[src/rtl/msk_tx_pulse_gen.sv]
// -----------------------------------------------------------------------------
// msk_tx_pulse_gen
//   MSK baseband pulse shaper. Each accepted data bit becomes a half-sine pulse
//   spanning two bit periods (2*OVERSAMPLE_FACTOR samples). Successive bits
//   alternate between the I and Q channels, so the two channels overlap by one
//   bit period and the output keeps a constant envelope.
//
// Parameters
//   OVERSAMPLE_FACTOR : samples per bit period (2..256)
//   AMPLITUDE         : half-sine peak value (1..32767)
//
// Ports
//   clk          : clock, one output sample per cycle
//   reset        : asynchronous, active-high reset
//   bit_in       : data bit, 1 = positive pulse, 0 = negative pulse
//   bit_valid    : bit_in is valid
//   bit_ready    : bit is accepted on an edge where bit_valid && bit_ready
//   I_out/Q_out  : registered signed baseband samples
//   sample_valid : I_out/Q_out carry a burst sample
//   symbol_start : first sample of each bit period
// -----------------------------------------------------------------------------
module msk_tx_pulse_gen #(
  parameter int OVERSAMPLE_FACTOR = 20,
  parameter int AMPLITUDE         = 16383
) (
  input  logic               clk,
  input  logic               reset,
  input  logic               bit_in,
  input  logic               bit_valid,
  output logic               bit_ready,
  output logic signed [15:0] I_out,
  output logic signed [15:0] Q_out,
  output logic               sample_valid,
  output logic               symbol_start
);

  localparam int  N  = OVERSAMPLE_FACTOR;
  localparam int  CW = $clog2(N);
  localparam int  IW = $clog2(2 * N);
  localparam real PI = 3.14159265358979323846;

  typedef enum logic [1:0] {IDLE, RUN, DRAIN} state_t;

  // Half-sine table entry, evaluated at elaboration only.
  function automatic logic [15:0] rom_entry(input int n);
    real x;
    x = real'(AMPLITUDE) * $sin(PI * real'(n) / (2.0 * real'(N)));
    return 16'($rtoi(x + 0.5));
  endfunction

  logic [15:0] rom [2*N];

  for (genvar n = 0; n < 2 * N; n++) begin : g_rom
    localparam logic [15:0] ROM_VAL = rom_entry(n);
    assign rom[n] = ROM_VAL;
  end

  // Current bit: the pulse in its first bit period (or draining in DRAIN).
  // Previous bit: the pulse in its second bit period on the opposite channel.
  state_t          state_q, state_d;
  logic [CW-1:0]   cnt_q, cnt_d;
  logic            ch_q, ch_d;              // channel of current bit, 0 = I
  logic            sign_q, sign_d;          // 1 = positive pulse
  logic            prev_sign_q, prev_sign_d;
  logic            prev_act_q, prev_act_d;  // previous pulse still overlapping
  logic            last;

  assign last = (cnt_q == CW'(N - 1));

  // NOTE: every output of a combinational block gets a default first so that
  // no path leaves it unassigned, which would otherwise infer a latch.
  always_comb begin
    state_d     = state_q;
    cnt_d       = cnt_q;
    ch_d        = ch_q;
    sign_d      = sign_q;
    prev_sign_d = prev_sign_q;
    prev_act_d  = prev_act_q;
    bit_ready   = 1'b0;
    case (state_q)
      IDLE: begin
        bit_ready = 1'b1;
        if (bit_valid) begin
          state_d    = RUN;
          cnt_d      = '0;
          ch_d       = 1'b0;
          sign_d     = bit_in;
          prev_act_d = 1'b0;
        end
      end
      RUN: begin
        bit_ready = last;
        if (last) begin
          cnt_d = '0;
          if (bit_valid) begin
            prev_sign_d = sign_q;
            prev_act_d  = 1'b1;
            ch_d        = ~ch_q;
            sign_d      = bit_in;
          end else begin
            state_d = DRAIN;
          end
        end else begin
          cnt_d = cnt_q + 1'b1;
        end
      end
      DRAIN: begin
        if (last) begin
          state_d = IDLE;
          cnt_d   = '0;
        end else begin
          cnt_d = cnt_q + 1'b1;
        end
      end
      default: state_d = IDLE;
    endcase
  end

  // Output samples are computed from the next-state values so that the
  // registered outputs line up with the state they describe: an IDLE
  // transfer shows its phase-0 sample right after the accepting edge.
  logic [IW-1:0]      cur_idx, prev_idx;
  logic signed [15:0] cur_pos, prev_pos, cur_val, prev_val;
  logic signed [15:0] i_d, q_d;

  always_comb begin
    cur_idx  = (state_d == DRAIN) ? IW'(N) + IW'(cnt_d) : IW'(cnt_d);
    prev_idx = IW'(N) + IW'(cnt_d);
    cur_pos  = $signed(rom[cur_idx]);
    prev_pos = $signed(rom[prev_idx]);
    cur_val  = sign_d ? cur_pos : -cur_pos;
    prev_val = '0;
    if (state_d == RUN && prev_act_d)
      prev_val = prev_sign_d ? prev_pos : -prev_pos;
    i_d = '0;
    q_d = '0;
    if (state_d != IDLE) begin
      i_d = ch_d ? prev_val : cur_val;
      q_d = ch_d ? cur_val  : prev_val;
    end
  end

  // NOTE: sequential state uses non-blocking assignments so every register
  // samples the pre-edge values, independent of statement order.
  always_ff @(posedge clk or posedge reset) begin
    if (reset) begin
      state_q      <= IDLE;
      cnt_q        <= '0;
      ch_q         <= 1'b0;
      sign_q       <= 1'b0;
      prev_sign_q  <= 1'b0;
      prev_act_q   <= 1'b0;
      I_out        <= '0;
      Q_out        <= '0;
      sample_valid <= 1'b0;
      symbol_start <= 1'b0;
    end else begin
      state_q      <= state_d;
      cnt_q        <= cnt_d;
      ch_q         <= ch_d;
      sign_q       <= sign_d;
      prev_sign_q  <= prev_sign_d;
      prev_act_q   <= prev_act_d;
      I_out        <= i_d;
      Q_out        <= q_d;
      sample_valid <= (state_d != IDLE);
      symbol_start <= (state_d != IDLE) && (cnt_d == '0);
    end
  end

endmodule

[config.mk]
export PLATFORM = sky130hd
export DESIGN_NAME = msk_tx_pulse_gen
export DESIGN_NICKNAME = d
export VERILOG_FILES = /design/src/rtl/msk_tx_pulse_gen.sv
export SDC_FILE = /design/constraint.sdc
export NUM_CORES = 1
export LEC_CHECK = 0
export ABC_AREA = 0
export BUFFER_PORTS_ARGS = -buffer_cell sky130_fd_sc_hd__buf_2
export CORE_ASPECT_RATIO = 1.4
export CORE_MARGIN = 4
export CORE_UTILIZATION = 46
export DETAILED_ROUTE_END_ITERATION = 7
export GPL_ROUTABILITY_DRIVEN = 0
export MAX_ROUTING_LAYER = met4
export SYNTH_ARGS = -nofsm -noshare
export SYNTH_HDL_FRONTEND = slang
export SYNTH_SLANG_ARGS = --single-unit
export TNS_END_PERCENT = 20
[constraint.sdc]
create_clock -name clk -period 6.96 [get_ports clk]
set_input_delay 0.696 -clock clk [delete_from_list [all_inputs] [get_ports clk]]
set_output_delay 0.696 -clock clk [all_outputs]
set_load 0.02 [all_outputs]
==> parameters.txt <==
Parameter                              Value

Pwr
  Switching power as a share of total power ... 0.595
  Combinational power share ... 0.818
  Reported leakage power ... 0.00241 uW
  Switching power summed over all nets ... 2080 uW
  Design internal power ... 1420 uW
  Power density normalized to cell area ... 567 nW/um^2
  Clock Power Share ... 0.079
  Seq pwr share ... 0.103
  Peak supply drop ... 229 uV

GRT
  Pin count of the biggest net entering global routing ... 46
  First-pass GRT wire length ... 35.6 mm
  Number of antenna violations at the first check in global routing ... 0
  Total track usage ... 0.330
  Remaining global-route overflow ... 0
  Via count of the first global-routing pass ... 6327

Final layout
  Register cell area after layout ... 1130 um^2
  Total Nets Final ... 783
  Area of the multi-input gates ... 4240 um^2
  Share of the core filled with cells in the final layout ... 0.514
  Number of inserted filler cells in the final layout ... 1213
  Area added between synthesis and finish ... 7.92%
  Number of antenna repair diodes ... 0
  Share of cells above drive strength 1 ... 0.142

Yosys
  Count of distinct cell types in the synthesized netlist ... 100
  EDFF count, synth ... 0
  Top_reg_cell synth ... dfrtp_1
  Most repeated cell in the gate-level netlist after synthesis ... nand2_1
  Async set-reset flop share out of synthesis ... 1.00
  Top-area cell type share of the netlist area ... 0.197
  Cell types with the highest counts after synthesis ... 60 x nand2_1, 56 x nor2_1, 51 x o21ai_0, 45 x a21oi_1, 45 x dfrtp_1
  Warnings from Yosys ... 0
  #FFs+latches synth ... 45
  Mapped Cells ... 756
  Post-synthesis cell type with the largest combined area ... dfrtp_1
  Synth area leaders ... dfrtp_1 20%, o21ai_0 4.5%, a21oi_1 3.9%
  Post-synthesis net count ... 777
  Post-synth design cell area ... 5720 um^2
  Sequential cell area fraction in the yosys report ... 0.197
  Syn Area/Cell ... 7.57 um^2

Timing
  Max frequency ... 0.154 GHz
  Number of failing setup endpoints in the final timing report ... 0
  Final worst path period need ... 6.51 ns
  Headroom to the max-slew limit ... 0.228
  Number of endpoints with negative hold slack in the final report ... 0
  Unrepaired setup endpoints after global routing ... false
  Setup TNS after final layout ... 0 ns
  Transition time at the pin with the least slew margin ... 1.15 ns
  Crit share post-route ... 0.936
  Final setup skew ... 0.0141 ns
  Final Max Tran Viols ... 0

Setup path
  Arrival time worst endpoint ... 6.72 ns
  Crit Reg-Reg Endpoint ... I_out[8]$_DFF_PP0_
  Category of the worst setup path capture point ... flop
  Highest net fanout along the worst path ... 15
  Slowest cell on the critical path ... ha_1
  Number of cell instances on the worst register-to-register path ... 20
  Kind of launch point of the worst setup path ... flop
  Worst Path Buf+Inv ... 4
  CP cell instances ... inv_1 -> ha_1 -> nor2b_2 -> o21ai_0 -> nand2_1 -> inv_1 -> ha_1 -> inv_1 -> a2111oi_0 -> o211ai_1 -> a311o_1 -> nand4b_1 -> ha_1 -> inv_1 -> a311o_1 -> or3_1 -> o21ai_0 -> xnor2_1 -> a21oi_1 -> a211oi_1
  Cell mode on critical path ... inv_1
  Top delay family on crit path ... compound AO/OA/AOI/OAI gates
  Startpoint of the most critical register-to-register path ... state_q[0]$_DFF_PP0_
  Biggest cell delay along the critical path ... 0.69 ns
  Setup slack, reg-to-reg ... 0.45 ns
  Required time of the critical path ... 7.16 ns
  Worst setup path category ... reg2reg

Floorplanning
  Die outline width ... 102 um
  Top-level I/O count ... 39
  Floorplan core area ... 12000 um^2
  Placement Rows ... 47
  DIE HEIGHT ... 140 um
  Die footprint ... 14300 um^2
  Starting density of the core ... 0.477

Clocking
  Num CTS Buffers ... 5
  Library cell used as clock root buffer ... clkbuf_16
  Clk sink count ... 45
  TritonCTS clock tree ... built
  Hold buffer count at cts ... 0
  Number of instances resized during post-cts repair ... 0
  Maximum root-to-sink buffer count ... 2
  Post-CTS repair timing setup buffer count ... 0
  Clock transition at path regs ... 0.07 ns
  H-tree depth ... 2
  Worst skew pair latency ... 0.29 ns

Drt
  Uppermost layer routed ... met4
  M1 WL ... 7.84 mm
  Metal3 WL ... 2.31 mm
  Drt first-iter violations ... 1344
  Iteration count of the initial detailed-routing pass ... 8
  DRC violations left ... 22
  Vias per Instance ... 7.39
  Count of vias placed by the detailed router ... 6728
  Routed wire per std cell ... 25.6 um
  Length of routed met2 wiring ... 10.6 mm
  Total detailed-routing wirelength ... 23.3 mm
  DRT antenna net count ... 0

Worst hold path
  Class of the worst hold path ... in2async

Outcome
  Violated checks ... design-rule violations
  Run status ... finished, violations left

Place
  Count of port buffers added during placement ... 38
  HPWL Detailed ... 17.3 mm

Run
  MaxCap Viol Count ... 0
[registers in the layout (all words and copies together) (netlist names)]
name,count
cnt_q,5
I_out,16
sample_valid,1
ch_q,1
prev_sign_q,1
symbol_start,1
prev_act_q,1
Q_out,16
sign_q,1
state_q,2
[final cells by class]
| type | count | area share |
|---|---|---|
| multi-input combinational | 623 | 0.687 |
| sequential | 45 | 0.182 |
| timing repair buffer | 58 | 0.0551 |
| tap | 147 | 0.0298 |
| clock buffer | 5 | 0.0203 |
| inverter | 29 | 0.0176 |
| clock inverter | 3 | 0.00811 |
[logic make-up (layout without fill, tap and decap cells)]
family                     after synthesis  after routing  share of synthesized area
DFF                                     45             45                      0.197
xor gates and xnor gates                23             23                     0.0352
adders and majority gates               18             18                     0.0389
buffers and inverters                   88             95                     0.0632
muxes                                   21             21                     0.0446
AOI/OAI and AO/OA                      291            291                      0.375
and+or+nand+nor                        270            270                      0.247
[power groups by stage]
stage	logic [uW]	registers, uW	clock network, uW
final	2860	359	278
after global routing	3040	367	291
after CTS	2730	359	285
after detailed placement	2720	364	0
after global placement	2700	362	0
after floorplan	1920	401	0
[how the worst max path moves through the flow]
stage | end | cells after the start | startpoint | slack [ns]
after global placement | I_out[8]$_DFF_PP0_ | 20 | state_q[0]$_DFF_PP0_ | 1.07
after global routing | I_out[8]$_DFF_PP0_ | 20 | state_q[0]$_DFF_PP0_ | 0.04
after CTS | I_out[8]$_DFF_PP0_ | 20 | state_q[0]$_DFF_PP0_ | 0.75
final | I_out[8]$_DFF_PP0_ | 20 | state_q[0]$_DFF_PP0_ | 0.45
after floorplan | I_out[8]$_DFF_PP0_ | 24 | state_q[0]$_DFF_PP0_ | 1.57
after detailed placement | I_out[8]$_DFF_PP0_ | 20 | state_q[0]$_DFF_PP0_ | 0.78
[metrics by stage]
stage               hold WS, ns  total power (uW)  instances  setup WS [ns]  cell area [um^2]
CTS                       0.628              3380        910          0.747              6170
global route              0.690              3700        910         0.0427              6170
global placement          0.610              3060        902           1.07              6000
detailed placement        0.604              3080        902          0.782              6000
finish                    0.607              3500        910          0.446              6170
floorplan                 0.543              2320        756           1.57              5720
[cell usage in the layout (no fill, tap or decap), types with 6 or more instances in the layout]
master	instances
xor2_1	7
o31ai_1	8
nand3_1	32
dfrtp_1	45
o22ai_1	10
or3_1	8
a211oi_1	24
mux2i_1	15
a21oi_1	45
buf_2	38
a211o_1	7
o21ai_0	51
xnor2_1	16
a32oi_1	7
nor2b_1	11
o211ai_1	19
nor3_1	34
clkinv_1	6
nand4_1	11
a22oi_1	7
nor4_1	15
o31a_1	8
ha_1	17
nor2_1	56
a31oi_1	14
nand2_1	60
buf_4	20
inv_1	20
nand2b_1	7
[layer usage]
| layer | global-route usage | vias to the layer above |
|---|---|---|
| met5 | - | - |
| li1 | - | 2953 |
| met4 | 0.261 | 0 |
| met2 | 0.514 | 529 |
| met3 | 0.0537 | 179 |
| met1 | 0.365 | 3067 |
No activity file was read; power rests on OpenSTA's default activity.
